<file path="config.mk">
export PLATFORM = sky130hd
export DESIGN_NAME = ram_datos_dump_ctrl
export DESIGN_NICKNAME = d
export VERILOG_FILES = /design/src/rtl/ram_datos_dump_ctrl.sv
export SDC_FILE = /design/constraint.sdc
export NUM_CORES = 1
export LEC_CHECK = 0
export BUFFER_PORTS_ARGS = -buffer_cell sky130_fd_sc_hd__buf_2
export CAP_MARGIN = 20
export CORE_MARGIN = 2
export CORE_UTILIZATION = 30
export DETAILED_ROUTE_END_ITERATION = 6
export GPL_TIMING_DRIVEN = 1
export PLACE_DENSITY = 0.58
export SETUP_SLACK_MARGIN = 0.02
export SYNTH_ARGS = -nofsm -noshare
export SYNTH_HDL_FRONTEND = slang
export SYNTH_SLANG_ARGS = --single-unit
</file>
<file path="constraint.sdc">
create_clock -name clka -period 3.8 [get_ports clka]
set_input_delay 0 -clock clka [delete_from_list [all_inputs] [get_ports clka]]
set_output_delay 0 -clock clka [all_outputs]
set_load 0.005 [all_outputs]
</file>
<file path="src/rtl/ram_datos_dump_ctrl.sv">
// Shares the single ram_datos port between the MEM stage (always first) and a
// debug memory dump that reads every word in idle cycles and streams it out.
module ram_datos_dump_ctrl #(
    parameter int RAM_WIDTH = 16,
    parameter int RAM_DEPTH = 1024,
    parameter int RD_LAT    = 1,
    parameter int BUF_DEPTH = 4,
    localparam int AW       = (RAM_DEPTH > 1) ? $clog2(RAM_DEPTH) : 1
) (
    input  logic                 clka,
    input  logic                 rsta_n,
    input  logic                 cpu_en,
    input  logic                 cpu_we,
    input  logic [AW-1:0]        cpu_addr,
    input  logic [RAM_WIDTH-1:0] cpu_din,
    output logic [RAM_WIDTH-1:0] cpu_dout,
    output logic [AW-1:0]        ram_addra,
    output logic [RAM_WIDTH-1:0] ram_dina,
    output logic                 ram_wea,
    output logic                 ram_ena,
    input  logic [RAM_WIDTH-1:0] ram_douta,
    input  logic                 dump_start,
    output logic                 dump_busy,
    output logic                 dump_done,
    output logic                 dump_valid,
    input  logic                 dump_ready,
    output logic [RAM_WIDTH-1:0] dump_data,
    output logic [AW-1:0]        dump_addr
);

    localparam int PW = (BUF_DEPTH > 1) ? $clog2(BUF_DEPTH) : 1;
    localparam int CW = $clog2(BUF_DEPTH + RD_LAT) + 1;
    localparam logic [AW-1:0] LAST_ADDR = AW'(RAM_DEPTH - 1);

    typedef enum logic [1:0] {
        IDLE,
        SCAN,
        DRAIN
    } state_t;

    state_t               state_q;
    logic [AW-1:0]        issueAddr_q;
    logic                 dumpBusy_q;
    logic                 dumpDone_q;

    logic                 issue;
    logic                 exitValid;
    logic [AW-1:0]        exitAddr;
    logic [CW-1:0]        inflight;

    logic [RAM_WIDTH-1:0] fifoData_q [BUF_DEPTH];
    logic [AW-1:0]        fifoAddr_q [BUF_DEPTH];
    logic [PW-1:0]        wrPtr_q;
    logic [PW-1:0]        rdPtr_q;
    logic [CW-1:0]        fifoCount_q;
    logic [CW-1:0]        fifoCount_d;
    logic                 push;
    logic                 pop;

    // Credit check: every read already in flight owns a FIFO slot, so a push can never overflow.
    assign issue = (state_q == SCAN) && !cpu_en &&
                   ((fifoCount_q + inflight) < CW'(BUF_DEPTH));

    always_comb begin
        ram_addra = issueAddr_q;
        ram_dina  = cpu_din;
        ram_wea   = 1'b0;
        ram_ena   = issue;
        if (cpu_en) begin
            ram_addra = cpu_addr;
            ram_wea   = cpu_we;
            ram_ena   = 1'b1;
        end
    end

    assign cpu_dout = ram_douta;

    // The issue cycle is the first latency stage, so only RD_LAT-1 tag registers are needed.
    if (RD_LAT == 1) begin : gNoPipe
        assign exitValid = issue;
        assign exitAddr  = issueAddr_q;
        assign inflight  = '0;
    end else begin : gPipe
        logic [RD_LAT-2:0] tagValid_q;
        logic [AW-1:0]     tagAddr_q [RD_LAT-1];

        always_ff @(posedge clka or negedge rsta_n) begin
            if (!rsta_n) begin
                tagValid_q <= '0;
                for (int k = 0; k < RD_LAT - 1; k++) begin
                    tagAddr_q[k] <= '0;
                end
            end else begin
                tagValid_q[0] <= issue;
                tagAddr_q[0]  <= issueAddr_q;
                for (int k = 1; k < RD_LAT - 1; k++) begin
                    tagValid_q[k] <= tagValid_q[k-1];
                    tagAddr_q[k]  <= tagAddr_q[k-1];
                end
            end
        end

        always_comb begin
            inflight = '0;
            for (int k = 0; k < RD_LAT - 1; k++) begin
                inflight = inflight + CW'(tagValid_q[k]);
            end
        end

        assign exitValid = tagValid_q[RD_LAT-2];
        assign exitAddr  = tagAddr_q[RD_LAT-2];
    end

    assign push        = exitValid;
    assign pop         = dump_valid && dump_ready;
    assign fifoCount_d = fifoCount_q + CW'(push) - CW'(pop);

    always_ff @(posedge clka or negedge rsta_n) begin
        if (!rsta_n) begin
            wrPtr_q     <= '0;
            rdPtr_q     <= '0;
            fifoCount_q <= '0;
            for (int k = 0; k < BUF_DEPTH; k++) begin
                fifoData_q[k] <= '0;
                fifoAddr_q[k] <= '0;
            end
        end else begin
            if (push) begin
                fifoData_q[wrPtr_q] <= ram_douta;
                fifoAddr_q[wrPtr_q] <= exitAddr;
                wrPtr_q             <= wrPtr_q + PW'(1);
            end
            if (pop) begin
                rdPtr_q <= rdPtr_q + PW'(1);
            end
            fifoCount_q <= fifoCount_d;
        end
    end

    assign dump_valid = (fifoCount_q != '0);
    assign dump_data  = fifoData_q[rdPtr_q];
    assign dump_addr  = fifoAddr_q[rdPtr_q];

    // Leaving DRAIN uses the post-edge FIFO count so dump_done lands on the edge that accepts the last word.
    always_ff @(posedge clka or negedge rsta_n) begin
        if (!rsta_n) begin
            state_q     <= IDLE;
            issueAddr_q <= '0;
            dumpBusy_q  <= 1'b0;
            dumpDone_q  <= 1'b0;
        end else begin
            dumpDone_q <= 1'b0;
            unique case (state_q)
                IDLE: begin
                    if (dump_start) begin
                        state_q     <= SCAN;
                        issueAddr_q <= '0;
                        dumpBusy_q  <= 1'b1;
                    end
                end
                SCAN: begin
                    if (issue) begin
                        if (issueAddr_q == LAST_ADDR) begin
                            state_q <= DRAIN;
                        end else begin
                            issueAddr_q <= issueAddr_q + 1'b1;
                        end
                    end
                end
                DRAIN: begin
                    if ((inflight == '0) && (fifoCount_d == '0)) begin
                        state_q    <= IDLE;
                        dumpBusy_q <= 1'b0;
                        dumpDone_q <= 1'b1;
                    end
                end
                default: begin
                    state_q    <= IDLE;
                    dumpBusy_q <= 1'b0;
                end
            endcase
        end
    end

    assign dump_busy = dumpBusy_q;
    assign dump_done = dumpDone_q;

endmodule

</file>
# After elaboration in Yosys (flattened, before gate mapping)
# Cells that the tools add are included.
[classes]
add_sub_neg = 5
multipliers = 0
div_mod_pow = 0
magnitude_cmp = 4
n_eq_ne = 8
shift = 0
mux = 29
n_bitwise = 3
n_reduce_logical = 12
[ops]
columns = ["op", "count"]
rows = [
  ["10-bit two-way mux", 7],
  ["64-bit bitwise mux", 1],
  ["16-bit two-way mux", 3],
  ["40-bit bitwise mux", 1],
  ["16-bit binary-select mux with 2-bit select", 1],
  ["16-bit demux with 2-bit select", 1],
  ["10-bit binary-select mux with 2-bit select", 1],
  ["10-bit demux with 2-bit select", 1],
  ["10-bit case mux with 2 select lines", 1],
  ["10-bit by 1-bit adder with 10-bit output (second input constant)", 1],
  ["10-bit == test (second input constant)", 1],
  ["2-bit two-way mux", 4],
  ["2-bit != test (second input constant)", 4],
  ["4-bit AND reduction", 2],
  ["3-bit greater-or-equal comparator (second input constant)", 2],
  ["1-bit two-way mux", 6],
  ["2-bit NOT with 3-bit output", 2],
  ["2-bit case mux with 3 select lines", 1],
  ["2-bit by 1-bit adder with 2-bit output (second input constant)", 2],
  ["4-bit by 1-bit adder with 4-bit output", 1],
  ["1-bit logical AND", 4],
  ["4-bit logical NOT", 1],
  ["4-bit by 3-bit < comparator with 1-bit output (second input constant)", 1],
  ["4-bit nonzero test", 1],
  ["11 further kinds", 11],
]
[word_totals]
ff_bits = 126
latchBits = 0
ramBits = 0
mem_bits_ro = 0
in_bits = 48
output_inout_bits = 73
elab_cells = 76
n_memories = 0

# Depth between registers and ports, before layout
[logic_depth]
ltp_word = 8
mapped_depth = 13
depth_no_buf = 13

# Worst setup path after synthesis
# No wires, ideal clock.
[synth_path]
path_kind = "reg-to-reg"
start = "reg fifoCount_q[2]"
end = "reg state_q[1]"
setup_ns = 0.122
arrival_time_ns = 2.607
t_required_ns = 3.678
setup_slack_ns = 1.072
stages_incl_launch_ff = 14
synth_period_minus_slack_ns = 2.728
path_cell_list = "dfrtp_1 -> inv_1 -> ha_1 -> nand3_1 -> and2_1 -> ha_1 -> inv_1 -> ha_1 -> inv_1 -> fa_1 -> inv_1 -> nor4b_1 -> mux2i_1 -> a32o_1"
[synth_via]
word_cells_on_any_way = 10
classes_between = "add/sub (2); order compare (1); eq/ne (2); reduce/logical (5)"
[synth_rtl]
columns = ["item", "line", "text"]
rows = [
  ["from (decl)", "55", "logic [CW-1:0] fifoCount_q;"],
  ["from (signal assigned)", "136", "fifoCount_q <= fifoCount_d;"],
  ["4-bit nonzero test", "140", "assign dump_valid = (fifoCount_q != '0);"],
  ["net dump_valid", "25", "output logic dump_valid,"],
  ["1-bit logical AND", "115", "assign pop = dump_valid && dump_ready;"],
  ["net pop", "58", "logic pop;"],
  ["4-bit by 1-bit subtractor with 4-bit output", "116", "assign fifoCount_d = fifoCount_q + CW'(push) - CW'(pop);"],
  ["net fifoCount_d[1]", "56", "logic [CW-1:0] fifoCount_d;"],
  ["4-bit logical NOT", "171", "if ((inflight == '0) && (fifoCount_d == '0)) begin"],
  ["2-bit != test (no line)", "-", ""],
  ["4-bit AND reduction (no line)", "-", ""],
  ["to (signal assigned)", "164", "state_q <= DRAIN;"],
  ["to (signal assigned)", "172", "state_q <= IDLE;"],
  ["to (signal assigned)", "178", "state_q <= IDLE;"],
  ["to (decl)", "41", "state_t state_q;"],
]
# The timed path passes the listed nets, and every way through them passes these cells.
# A chain may end at the register's enable or synchronous reset.

# Worst setup path in the final report
[layout_path]
start = "reg fifoCount_q[2]"
end = "reg state_q[1]"
[layout_via]
elab_chain_cells = 7
word_cells_on_any_way = 10
classes_between = "add/sub (2); order compare (1); eq/ne (2); reduce/logical (5)"
[layout_rtl]
columns = ["item", "line", "text"]
rows = [
  ["4-bit by 3-bit < comparator with 1-bit output", "62", "((fifoCount_q + inflight) < CW'(BUF_DEPTH));"],
  ["1-bit logical AND", "61", "assign issue = (state_q == SCAN) && !cpu_en &&"],
  ["4-bit by 1-bit adder with 4-bit output", "116", ""],
  ["4-bit by 1-bit subtractor with 4-bit output (*)", "116", ""],
  ["net fifoCount_d[1]", "56", ""],
  ["4-bit logical NOT (*)", "171", ""],
  ["2-bit != test (no line) (*)", "-", ""],
  ["4-bit AND reduction (no line) (*)", "-", ""],
]
# The timed path passes the listed nets; every way through them passes the cells marked *.

==> impl_metrics.tcl <==
set metrics [dict create \
    crit_path_end_kind "flop" \
    std_cell_rows 53 \
    fmax_mhz 329.3 \
    tightest_slew_ns 0.9199 \
    fin_skew_ns 0.006891 \
    wl_um 13710 \
    grt_max_degree 73 \
    dr_wl_met2_um 6497 \
    drc 0 \
    drive_gt1_share_pct 50.00 \
    max_stage_delay_ns 0.47 \
    maxCapViolCount 0 \
    vias_per_cell 4.693 \
    drtIter0Drc 163 \
    syn_inst 437 \
    slew_headroom_pct 38.67 \
    instances_no_fill 797 \
    io-pin-count 121 \
    fin_nets 569 \
    min_period_ns 3.037 \
    cts_inserted_buffers 17 \
    routabilityCongestion 0.7409 \
    cts_resized 0 \
    dp_hpwl_um 8617 \
    clk_pin_slew_worst_paths_ns 0.05 \
    final_cell_mix "dfrtp_1 (125), buf_2 (87), mux2_4 (60)" \
    setup_viol 0 \
    first_pass_iters 4 \
    final_util_pct 36.06 \
    die_w_um 149.9 \
    slew_violations 0 \
    pre_cts_ws_ns 0.7583 \
    core_area_sq_mm 0.02096 \
    min_period_over_period_pct 79.91 \
    final_common_cell "dfrtp_1" \
    cp_top_family "adder cells" \
    rsz0062_at_grt "no" \
    dp.cells 746 \
    tns_ns 0 \
    ir_drop_mv 0.2961 \
    grt_first_pass_wirelength_um 22140 \
    drt-met1-wl_um 6388 \
    ant_nets 0 \
    cp_cell_sequence "inv_1 -> ha_1 -> nand4bb_1 -> inv_4 -> ha_1 -> inv_1 -> fa_1 -> inv_1 -> nor4b_1 -> mux2i_1 -> a32o_1" \
    slowest_stage "fa_1" \
    cts_tree "done" \
    arrival_ns 3.34 \
    seq_area_frac_synth_pct 49.38 \
    yosysWarnings 0 \
    ys_seq_elements 126 \
    clk_path_buf_depth 2 \
    cp.required_ns 4.10 \
    clock_latency_ns 0.41 \
    die_area_sq_mm 0.02247 \
    vias 3740 \
    p_leak_nw 3.673 \
    routed.top_layer "met4" \
    grt_overflow 0 \
    start_util_pct 30.47 \
    worst_slack_ns 0.7635 \
    grt_pass1_vias 4074 \
    hp-class "input port to primary output" \
    diodes 0 \
    path_class "flop to flop" \
    cts_max_level 4 \
    cp_common_cell "inv_1" \
    pwr_density_cell_mw_per_mm2 805.7 \
    cts_root_buf "clkbuf_16" \
    p_total_w 0.006088 \
    cp_max_fo 11 \
    die_h_um 149.9 \
    clock_sinks 126 \
    antenna_found_initial 0 \
    worstSetupStartpointType "flop" \
    hold_viol 0 \
    syn_to_final_growth_pct 18.34 \
    synth_cell_types 41 \
    netlist_area_sq_mm 0.006385 \
    grtUsageTotal_pct 12.88 \
    wl_met3_um 614 \
    syn_nets 496 \
    drt-wirelength-per-cell_um 17.20 \
    cp_num_buf_inv 4 \
    port_buffers 88 \
    outcome "finished, final reports clean" \
    syn_avg_cell_area_sq_um 14.61 \
]
metrics by stage:
stage	hold slack [ns]	cell area, sq um
floorplan	-0.2956	6385
global placement	0.00006013	6784
detailed placement	0.00006013	6784
CTS	0.00006013	7536
global route	0.000007961	7556
finish	0.000001997	7556
cells in the mapped netlist:
cell / number / share of area, %
a21o_1: 3 / 0.35
a21oi_1: 5 / 0.39
a311o_1: 1 / 0.16
a31o_2: 1 / 0.14
a31oi_1: 7 / 0.69
a32o_1: 1 / 0.16
and2_1: 3 / 0.29
and3_1: 4 / 0.39
buf_12: 1 / 0.31
buf_2: 7 / 0.55
buf_4: 34 / 4.0
buf_6: 6 / 1.1
clkbuf_1: 9 / 0.53
dfrtp_1: 126 / 49
fa_1: 1 / 0.31
ha_1: 10 / 2.0
inv_1: 19 / 1.1
inv_4: 1 / 0.098
mux2_2: 47 / 8.3
mux2_4: 60 / 14
mux2i_1: 1 / 0.16
mux4_2: 26 / 9.2
nand2_1: 15 / 0.88
nand2_2: 1 / 0.098
nand2_8: 3 / 0.94
nand2b_1: 1 / 0.098
nand3_1: 8 / 0.63
nand3b_1: 1 / 0.12
nand4_1: 3 / 0.29
nand4bb_1: 1 / 0.18
nor2_1: 1 / 0.059
nor3b_1: 1 / 0.12
nor4_1: 3 / 0.29
nor4b_1: 2 / 0.27
o211ai_1: 4 / 0.47
o21ai_0: 8 / 0.63
o21ai_1: 4 / 0.31
or3_1: 2 / 0.20
or4_1: 1 / 0.12
xnor2_1: 3 / 0.41
xor2_1: 2 / 0.27
metal layers:
metal | track usage [%] | up-vias
li1 | - | 1695
met4 | 4.292 | 0
met1 | 17.08 | 1910
met5 | 0 | -
met2 | 20.34 | 111
met3 | 3.598 | 24
sequential cells by signal (all words and copies together) (netlist names):
name and cells:
fifoAddr_q 40, exitAddr 10, fifoData_q 64, rdPtr_q 2, dump_done 1, state_q 2, dump_busy 1, fifoCount_q 4
wrPtr_q 2
kinds of logic after synthesis:
group                    synth area share, %
XOR/XNOR                              0.6860
adder cells (fa/ha/maj)                2.273
AO/OA/AOI/OAI                          3.292
flip-flops                             49.38
buffers and inverters                  7.662
multiplexers                           31.73
AND/OR/NAND/NOR                        4.978
worst paths after layout:
| path | cells after the start | slack (ns) | endpoint | start |
|---|---|---|---|---|
| setup reg to reg | 11 | 0.76 | state_q[1]$_DFFE_PN0P_ | fifoCount_q[2]$_DFF_PN0_ |
| max in group asynchronous | 3 | 2.57 | fifoAddr_q[23]$_DFFE_PN0P_ | rsta_n |
| setup / recovery | 11 | 0.76 | state_q[1]$_DFFE_PN0P_ | fifoCount_q[2]$_DFF_PN0_ |
| min in group asynchronous | 2 | 0.26 | fifoData_q[51]$_DFFE_PN0P_ | rsta_n |
| hold reg to reg | 1 | 0.48 | dump_done$_DFF_PN0_ | state_q[0]$_DFFE_PN0P_ |
| hold / removal | 0 | 0.000002 | ram_dina[12] | cpu_din[12] |
timing repair:
item / in CTS / in global routing
setup buffers: 0 / 0
endpoints found under the hold margin: 137 / 0
hold buffers: 19 / 0
cell type report:
class                   count  area (sq um)
clock buffers              24         501.7
clock inverters             7         60.06
fillers                  2006         13400
inverters                  20         77.57
multi-input cells         234          2743
flip-flops and latches    126          3154
well taps                 275         344.1
repair buffers            111         675.6
report_power, final:
group / internal (W) / switching [W]
Clock: 0.000975 / 0.000560
Sequential: 0.00190 / 0.000414
Combinational: 0.00134 / 0.000896
Total: 0.00422 / 0.00187
Note: power is estimated with default switching activity, not from simulation.
